<file path="config.mk">
export PLATFORM = sky130hd
export DESIGN_NAME = hazard_scoreboard
export DESIGN_NICKNAME = d
export VERILOG_FILES = /design/src/rtl/hazard_scoreboard.sv
export SDC_FILE = /design/constraint.sdc
export NUM_CORES = 1
export LEC_CHECK = 0
export BUFFER_PORTS_ARGS = -buffer_cell sky130_fd_sc_hd__buf_2
export CORE_MARGIN = 5
export CORE_UTILIZATION = 50
export CTS_CLUSTER_DIAMETER = 30
export DETAILED_ROUTE_END_ITERATION = 6
export HOLD_SLACK_MARGIN = 0.08
export PLACE_DENSITY_LB_ADDON = 0.1
export SLEW_MARGIN = 20
export SYNTH_ARGS = -nofsm -noshare
export SYNTH_HDL_FRONTEND = slang
export SYNTH_SLANG_ARGS = --single-unit
</file>
<file path="constraint.sdc">
create_clock -name clk -period 3.6 [get_ports clk]
set_input_delay 0.72 -clock clk [delete_from_list [all_inputs] [get_ports clk]]
set_output_delay 0.72 -clock clk [all_outputs]
set_load 0.005 [all_outputs]
</file>
<file path="src/rtl/hazard_scoreboard.sv">
// rtl/hazard_scoreboard.sv - Stall/flush and forwarding controller for a 5-stage MIPS pipeline
//
// Optional mult/div busy interlock: define HS_MULDIV_EN.
module hazard_scoreboard #(
    parameter int MULT_CYCLES = 5,
    parameter int DIV_CYCLES  = 10
) (
    input  logic       clk,
    input  logic       reset,
    input  logic [4:0] RA1_ID,
    input  logic [4:0] RA2_ID,
    input  logic [4:0] WA_ID,
    input  logic [1:0] Tuse_RA1,
    input  logic [1:0] Tuse_RA2,
    input  logic [1:0] Tnew_ID,
    output logic       stall,
    output logic       en_PC,
    output logic       en_FD,
    output logic       flush_DE,
    output logic [1:0] fwd_D_rs,
    output logic [1:0] fwd_D_rt,
    output logic [1:0] fwd_E_rs,
    output logic [1:0] fwd_E_rt,
    output logic       fwd_M_rt
`ifdef HS_MULDIV_EN
    ,
    input  logic       md_start_E,
    input  logic       md_is_div_E,
    input  logic       md_use_ID,
    output logic       md_busy
`endif
);

    // Shadow records of the instructions sitting in E, M and W.
    // Tnew is the number of cycles left until the result exists.
    logic [4:0] r_wa_e;
    logic [1:0] r_tnew_e;
    logic [4:0] r_ra1_e;
    logic [4:0] r_ra2_e;

    logic [4:0] r_wa_m;
    logic [1:0] r_tnew_m;
    logic [4:0] r_ra2_m;

    logic [4:0] r_wa_w;
    logic [1:0] r_tnew_w;

    logic       w_stall_haz;
    logic       w_stall_md;
    logic       w_stall;
    logic [1:0] w_tnew_id;
    logic [1:0] w_tnew_e_dec;
    logic [1:0] w_tnew_m_dec;

    // A source hits a producer only when it is a real register and the addresses agree.
    function automatic logic hit(input logic [4:0] src, input logic [4:0] wa);
        return (src != 5'd0) && (src == wa);
    endfunction

    // Decrement the remaining latency, never wrapping below zero.
    function automatic logic [1:0] dec_sat(input logic [1:0] t);
        return (t == 2'd0) ? 2'd0 : t - 2'd1;
    endfunction

    // D consumer select: youngest ready producer wins (E, then M, then W).
    function automatic logic [1:0] sel_d(
        input logic [4:0] src,
        input logic [4:0] wa_e, input logic [1:0] tn_e,
        input logic [4:0] wa_m, input logic [1:0] tn_m,
        input logic [4:0] wa_w, input logic [1:0] tn_w
    );
        logic [1:0] s;
        s = 2'd0;
        if (hit(src, wa_e) && tn_e == 2'd0)      s = 2'd1;
        else if (hit(src, wa_m) && tn_m == 2'd0) s = 2'd2;
        else if (hit(src, wa_w) && tn_w == 2'd0) s = 2'd3;
        return s;
    endfunction

    // E consumer select: M result preferred over the W result.
    function automatic logic [1:0] sel_e(
        input logic [4:0] src,
        input logic [4:0] wa_m, input logic [1:0] tn_m,
        input logic [4:0] wa_w, input logic [1:0] tn_w
    );
        logic [1:0] s;
        s = 2'd0;
        if (hit(src, wa_m) && tn_m == 2'd0)      s = 2'd1;
        else if (hit(src, wa_w) && tn_w == 2'd0) s = 2'd2;
        return s;
    endfunction

    // An instruction that writes no register carries no latency, so it can never match.
    assign w_tnew_id    = (WA_ID == 5'd0) ? 2'd0 : Tnew_ID;
    assign w_tnew_e_dec = dec_sat(r_tnew_e);
    assign w_tnew_m_dec = dec_sat(r_tnew_m);

    // Stall when a producer in E or M cannot deliver before the D consumer needs it.
    always_comb begin
        w_stall_haz = 1'b0;
        if (hit(RA1_ID, r_wa_e) && (r_tnew_e > Tuse_RA1)) w_stall_haz = 1'b1;
        if (hit(RA1_ID, r_wa_m) && (r_tnew_m > Tuse_RA1)) w_stall_haz = 1'b1;
        if (hit(RA2_ID, r_wa_e) && (r_tnew_e > Tuse_RA2)) w_stall_haz = 1'b1;
        if (hit(RA2_ID, r_wa_m) && (r_tnew_m > Tuse_RA2)) w_stall_haz = 1'b1;
    end

`ifdef HS_MULDIV_EN
    localparam int MD_MAX = (DIV_CYCLES > MULT_CYCLES) ? DIV_CYCLES : MULT_CYCLES;
    localparam int MD_W   = $clog2(MD_MAX + 1);

    logic [MD_W-1:0] r_md_cnt;

    // Busy countdown for the iterative multiplier/divider; a new issue reloads it.
    always_ff @(posedge clk) begin
        if (reset) begin
            r_md_cnt <= '0;
        end else if (md_start_E) begin
            r_md_cnt <= md_is_div_E ? MD_W'(DIV_CYCLES) : MD_W'(MULT_CYCLES);
        end else if (r_md_cnt != '0) begin
            r_md_cnt <= r_md_cnt - 1'b1;
        end
    end

    assign md_busy    = (r_md_cnt != '0);
    assign w_stall_md = md_use_ID && (md_busy || md_start_E);
`else
    assign w_stall_md = 1'b0;
`endif

    assign w_stall  = w_stall_haz || w_stall_md;
    assign stall    = w_stall;
    assign en_PC    = ~w_stall;
    assign en_FD    = ~w_stall;
    assign flush_DE = w_stall;

    // Forwarding selects for the D, E and M consumers.
    always_comb begin
        fwd_D_rs = sel_d(RA1_ID, r_wa_e, r_tnew_e, r_wa_m, r_tnew_m, r_wa_w, r_tnew_w);
        fwd_D_rt = sel_d(RA2_ID, r_wa_e, r_tnew_e, r_wa_m, r_tnew_m, r_wa_w, r_tnew_w);
        fwd_E_rs = sel_e(r_ra1_e, r_wa_m, r_tnew_m, r_wa_w, r_tnew_w);
        fwd_E_rt = sel_e(r_ra2_e, r_wa_m, r_tnew_m, r_wa_w, r_tnew_w);
        fwd_M_rt = hit(r_ra2_m, r_wa_w);
    end

    // Advance the scoreboard every cycle; a stall injects a bubble into E.
    always_ff @(posedge clk) begin
        if (reset) begin
            r_wa_e   <= 5'd0;
            r_tnew_e <= 2'd0;
            r_ra1_e  <= 5'd0;
            r_ra2_e  <= 5'd0;
            r_wa_m   <= 5'd0;
            r_tnew_m <= 2'd0;
            r_ra2_m  <= 5'd0;
            r_wa_w   <= 5'd0;
            r_tnew_w <= 2'd0;
        end else begin
            if (w_stall) begin
                r_wa_e   <= 5'd0;
                r_tnew_e <= 2'd0;
                r_ra1_e  <= 5'd0;
                r_ra2_e  <= 5'd0;
            end else begin
                r_wa_e   <= WA_ID;
                r_tnew_e <= w_tnew_id;
                r_ra1_e  <= RA1_ID;
                r_ra2_e  <= RA2_ID;
            end
            r_wa_m   <= r_wa_e;
            r_tnew_m <= w_tnew_e_dec;
            r_ra2_m  <= r_ra2_e;
            r_wa_w   <= r_wa_m;
            r_tnew_w <= w_tnew_m_dec;
        end
    end

endmodule

</file>
==> metrics.md, run 1 <==
| Metric | Value |
|---|---|
| Maximum operating frequency | `321 MHz` |
| Share of the synthesized area in the top cell type | `34.6%` |
| Finished Cell Area | `2350 um2` |
| Slew margin rel. | `52.2%` |
| Die width | `74.6 um` |
| Final layout net count | `288` |
| Largest net degree at the start of global routing | `21` |
| Yosys reg bits | `36` |
| Via density | `5.09` |
| Post-synth cell types | `32` |
| Non-Filler Instances | `306` |
| Placed cells | `298` |
| Yosys warning count | `0` |
| Root Buffer Master | `clkbuf_8` |
| Die Area | `5560 um2` |
| Most frequent cell after synthesis | `xnor2_1` |
| Asr flop ratio synth | `0%` |
| Clock-pin slew of the registers on the worst-case setup and hold paths | `0.06 ns` |
| Placeable core region | `4030 um2` |
| CP Max Fanout | `2` |
| WS Path Type | `input port to primary output` |
| RSZ-0062 raised after global routing | `false` |
| GP Congestion | `0.813` |
| CP endpoint kind | `primary output` |
| Layout cells sized above 1 | `26.2%` |
| CTS H-tree lvls | `2` |
| Clk_skew | `0.00738 ns` |
| Hold_ws | `0.414 ns` |
| Vias in the first global route | `1,506` |
| Clock sink count | `36` |
| Fill cells | `367` |
| Initial Util | `51.7%` |
| CTS max path bufs | `2` |
| Area grow syn2layout | `13.0%` |
| Power per cell area | `389 nW/um2` |
| Final WL | `4560 um` |
| Antenna cell count | `0` |
| CTS tree | `built` |
| Cell Area, Placed | `2260 um2` |
| Worst skew pair latency | `0.29 ns` |
| Synthesized instance count | `227` |
| TritonRoute pass-1 iters | `4` |
| Standard-cell rows | `23` |
| Worst Setup Start Kind | `input port` |
| Final setup fails | `0` |
| Yosys top cell by area | `dfxtp_1` |
| PortBufs | `35` |
| Detail Placement HPWL | `3520 um` |
| Required time of the critical path | `2.88 ns` |
| Worst slew pin tran | `0.710 ns` |
| Number of post-CTS setup repair buffers | `0` |
| Tot GR Track Use | `18.6%` |
| Syn Nets | `260` |
| Max cap viols | `0` |
| First-pass GRT wire length | `7490 um` |
| Period minus WS final | `3.11 ns` |
| Antenna violations before repair | `0` |
| Post-DRT Antenna Nets | `0` |
| Post-CTS Hold Buffers | `0` |
| CTS buffer count | `5` |
| Area contributors post-synth | `dfxtp_1, xnor2_1, ha_1` |
| Area of the multi-input gates | `1250 um2` |
| Register area | `721 um2` |
| Post-route setup TNS | `0 ns` |
| Number of synthesized flops with an enable pin | `0` |
| DR iter-0 viols | `51` |
| Via count | `1,559` |
| Synth cell count leaders | `xnor2_1, dfxtp_1, nor2b_1` |
| Period utilisation layout | `86.5%` |
| Utilization after layout | `58.4%` |
| Static Leak | `0.970 nW` |
| Syn Std Cell Area | `2080 um2` |
| Peak supply drop | `0.262 mV` |
| Post-synthesis sequential area ratio | `34.6%` |
| Outcome | `complete, no violations` |
| Hold crit path type | `flop to flop` |
| Ports | `36` |
| Final hold vios | `0` |
| Synthesized area per cell | `9.18 um2` |
| Residual DRC | `0` |
| DR WL/cell | `14.9 um` |
| Ys flop type | `dfxtp_1` |
| GRT overflow | `0` |
| Crit path arrival time | `2.39 ns` |
| Max-slew violations | `0` |
| Die height | `74.6 um` |
| Post-cts sizing count | `0` |
[power breakdown]
group	leakage, nW	total (W)	internal, W	switching (W)
Clock	0.0510	0.000293	0.000152	0.000140
Combinational	0.622	0.000174	0.0000901	0.0000840
Sequential	0.297	0.000449	0.000421	0.0000280
[critical path, cell delays in order]
cell	delay (ns)
buf_2	0.07
inv_1	0.05
ha_1	0.29
nor2b_1	0.12
o21ai_0	0.11
nor4_1	0.56
a211oi_1	0.15
and2_1	0.21
buf_2	0.12
[sequential cells by signal, indices dropped and copies added, names as in the netlist]
register,count
r_wa_e,5
r_tnew_e,2
r_wa_w,5
r_wa_m,5
r_ra2_m,5
r_ra1_e,5
r_tnew_w,2
r_tnew_m,2
r_ra2_e,5
[final cells by class]
class / count / share of cell area (%)
clock buffer: 6 / 3.51
clock inverter: 2 / 0.425
tap: 50 / 2.66
sequential: 36 / 30.6
timing repair buffer: 37 / 8.08
inverter: 9 / 1.44
multi-input combinational: 166 / 53.3
[routing by layer]
metal	global-route usage, %	routed length, um	up-vias
li1	-	-	819
met1	24.4	2180	706
met2	29.1	2100	29
met3	5.54	205	5
met4	6.52	76	0
met5	0	0	-
[logic make-up after synthesis]
group / share of synthesized area (%)
AND/OR/NAND/NOR: 25.0
adder cells (fa/ha/maj): 6.01
buffers and inverters: 5.23
AO/OA/AOI/OAI: 6.49
XOR/XNOR: 22.7
flip-flops: 34.6
[worst paths after layout]
path | startpoint | endpoint | slack (ns) | cells after the start
worst max register to register | r_wa_m[3] | r_ra1_e[3] | 1.55 | 6
worst min-delay path | r_tnew_m[0] | r_tnew_w[0] | 0.41 | 1
worst max-delay path | Tuse_RA2[1] | en_PC | 0.49 | 9
worst min register to register | r_tnew_m[0] | r_tnew_w[0] | 0.41 | 1
[layout by cell type, fill, tap and decap left out, types with 2 or more instances in the layout]
cell,Yosys,final
a21oi_1,6,6
and2_1,2,2
and2_2,14,14
and3_2,2,2
buf_2,0,35
buf_4,2,2
clkbuf_8,0,6
clkinv_2,0,2
dfxtp_1,36,36
ha_1,10,10
inv_1,9,9
nand2_1,9,9
nand3_1,4,4
nand4_1,7,7
nor2_1,8,8
nor2b_1,18,18
nor3_1,7,7
nor4_1,7,7
o21ai_0,2,2
or4_1,5,5
xnor2_1,44,44
xor2_1,10,10
[through the flow]
stage / setup WS, ns / power [W]
after detailed placement: 0.502 / 0.000633
after CTS: 0.480 / 0.000928
final: 0.487 / 0.000916
after global routing: 0.437 / 0.000969
after floorplan: 0.736 / 0.000578
after global placement: 0.499 / 0.000632
Note: power is estimated with default switching activity, not from simulation.
==> inputs of run 2 (changes only) <==
Settings changed: CORE_MARGIN 5 to default.
==> metrics.md, run 2 (same netlist as run 1, synthesis figures left out) <==
| Metric | Value |
|---|---|
| Crit path arrival time | `2.41 ns (was 2.39 ns)` |
| Number of cells on the worst hold path | `1 (unchanged)` |
| Hold_ws | `0.415 ns (was 0.414 ns)` |
| Critical Path Source | `RA2_ID[1] (was Tuse_RA2[1])` |
| Max cap viols | `0 (unchanged)` |
| Fill cells | `358 (was 367)` |
| Total power | `0.00101 W (was 0.000916 W)` |
| CTS max path bufs | `2 (unchanged)` |
| Cell Area, Placed | `2250 um2 (was 2260 um2)` |
| Post-DRT Antenna Nets | `0 (unchanged)` |
| Finished Cell Area | `2370 um2 (was 2350 um2)` |
| R2r endpoint | `r_tnew_e[1] (was r_ra1_e[3])` |
| Most frequent cells in the layout | `xnor2_1, dfxtp_1, buf_2, nor2b_1, and2_2 (unchanged)` |
| Root Buffer Master | `clkbuf_8 (unchanged)` |
| Standard-cell rows | `23 (unchanged)` |
| Worst r2r src | `r_tnew_m[1] (was r_wa_m[3])` |
| Detail Placement HPWL | `3240 um (was 3520 um)` |
| Post-cts sizing count | `0 (unchanged)` |
| Period minus WS final | `3.13 ns (was 3.11 ns)` |
| Switching Fraction | `25.6% (was 27.5%)` |
| Clock power share | `38.8% (was 32.0%)` |
| Hold path start | `r_tnew_m[0] (unchanged)` |
| Max-slew violations | `0 (unchanged)` |
| Clk_skew | `0.00653 ns (was 0.00738 ns)` |
| Via count | `1,530 (was 1,559)` |
| Final setup fails | `0 (unchanged)` |
| Setup ws final | `0.473 ns (was 0.487 ns)` |
| Layout cells sized above 1 | `25.6% (was 26.2%)` |
| CTS tree | `built (unchanged)` |
| R2r setup slk | `1.40 ns (was 1.55 ns)` |
| Largest net degree at the start of global routing | `21 (unchanged)` |
| P_int | `0.000754 W (was 0.000663 W)` |
| DR WL/cell | `14.1 um (was 14.9 um)` |
| Clock-pin slew of the registers on the worst-case setup and hold paths | `0.07 ns (was 0.06 ns)` |
| Maximum operating frequency | `320 MHz (was 321 MHz)` |
| GRT overflow | `0 (unchanged)` |
| Final layout net count | `286 (was 288)` |
| Die height | `66.6 um (was 74.6 um)` |
| Post-route setup TNS | `0 ns (unchanged)` |
| Number of post-CTS setup repair buffers | `0 (unchanged)` |
| Worst slew pin tran | `0.764 ns (was 0.710 ns)` |
| Part of the power in registers | `44.3% (was 49.0%)` |
| Clock sink count | `36 (unchanged)` |
| Via density | `5.03 (was 5.09)` |
| Placeable core region | `4000 um2 (was 4030 um2)` |
| CTS H-tree lvls | `2 (unchanged)` |
| Static Leak | `0.973 nW (was 0.970 nW)` |
| Power per cell area | `427 nW/um2 (was 389 nW/um2)` |
| Worst Setup Start Kind | `input port (unchanged)` |
| GP Congestion | `0.909 (was 0.813)` |
| TritonRoute pass-1 iters | `6 (was 4)` |
| Required time of the critical path | `2.88 ns (about the same)` |
| PortBufs | `35 (unchanged)` |
| Post-CTS Hold Buffers | `0 (unchanged)` |
| CP Max Fanout | `6 (was 2)` |
| Tot GR Track Use | `22.5% (was 18.6%)` |
| Outcome | `complete, no violations (unchanged)` |
| Ports | `36 (unchanged)` |
| Comb power frac | `16.9% (was 19.0%)` |
| Initial Util | `52.1% (was 51.7%)` |
| RSZ-0062 raised after global routing | `false (unchanged)` |
| Antenna cell count | `0 (unchanged)` |
| Peak supply drop | `0.219 mV (was 0.262 mV)` |
| First-pass GRT wire length | `7080 um (was 7490 um)` |
| Die width | `66.6 um (was 74.6 um)` |
| WS Path Type | `input port to primary output (unchanged)` |
| CP endpoint kind | `primary output (unchanged)` |
| Worst skew pair latency | `0.29 ns (about the same)` |
| Slew margin rel. | `49.1% (was 52.2%)` |
| Final hold vios | `0 (unchanged)` |
| Die Area | `4430 um2 (was 5560 um2)` |
| Vias in the first global route | `1,433 (was 1,506)` |
| DR iter-0 viols | `57 (was 51)` |
| Antenna violations before repair | `0 (unchanged)` |
| Leading cell type in the layout, fill and taps excluded | `xnor2_1 (unchanged)` |
| Residual DRC | `0 (unchanged)` |
| WHS Endpoint | `r_tnew_w[0] (unchanged)` |
| Period utilisation layout | `86.8% (was 86.5%)` |
| R2R cell count | `6 (unchanged)` |
| CTS buffer count | `5 (unchanged)` |
| Hold crit path type | `flop to flop (unchanged)` |
| Area grow syn2layout | `13.9% (was 13.0%)` |
| Placement Setup Slack | `0.499 ns (was 0.502 ns)` |
| Switching pwr | `0.000259 W (was 0.000252 W)` |
| Final WL | `4270 um (was 4560 um)` |
## run 2: cell types whose count changed in the layout (fill, tap and decap cells not counted), sizes merged
cell / delta
buf: -2
bufinv: +1
clkbuf: +1
clkinv: -2
## run 2: layer usage
metal	vias up	share of wire, %	wire length, um	GRT usage [%]
met5	-	0	0	0
met4	0	1.6	68	8.78
met3	7	3.3	139	5.65
met2	32	48	2050	38.5
met1	681	47	2010	26.6
li1	810	-	-	-
## run 2: worst max-delay path by stage
stage	endpoint	cells past startpoint
finish	en_PC	7
global route	en_FD	7
CTS	en_PC	7
detailed placement	en_PC	7
global placement	en_PC	7
floorplan	en_PC	7
## run 2: layout make-up
class	count	area (um2)	share of cell area (%)
multi-input cells	166	1250	52.8
clock buffers	7	96.3	4.06
well taps	50	62.6	2.64
flip-flops and latches	36	721	30.4
clock inverters	1	30.0	1.27
repair buffers	35	175	7.38
inverters	9	33.8	1.42
## run 2: worst max-delay path: stages
cell and delay [ns]:
buf_2 0.13, or4_1 0.51, nor2_1 0.30, nor4_1 0.17, a211oi_1 0.27, and2_1 0.19, buf_2 0.11
## run 2: through the flow
step           instances  utilization (%)
2_1_floorplan        227                -
3_3_place_gp         296             56.1
3_5_place_dp         296             56.1
4_1_cts              304             59.3
5_1_grt              304             59.3
6_report             304             59.3
## run 2: power by group through the flow
stage / clock network [W] / logic [W] / registers, W
5_1_grt: 0.000418 / 0.000196 / 0.000452
4_1_cts: 0.000401 / 0.000174 / 0.000449
2_1_floorplan: 0 / 0.000135 / 0.000443
6_report: 0.000393 / 0.000171 / 0.000448
3_3_place_gp: 0 / 0.000171 / 0.000458
3_5_place_dp: 0 / 0.000173 / 0.000458
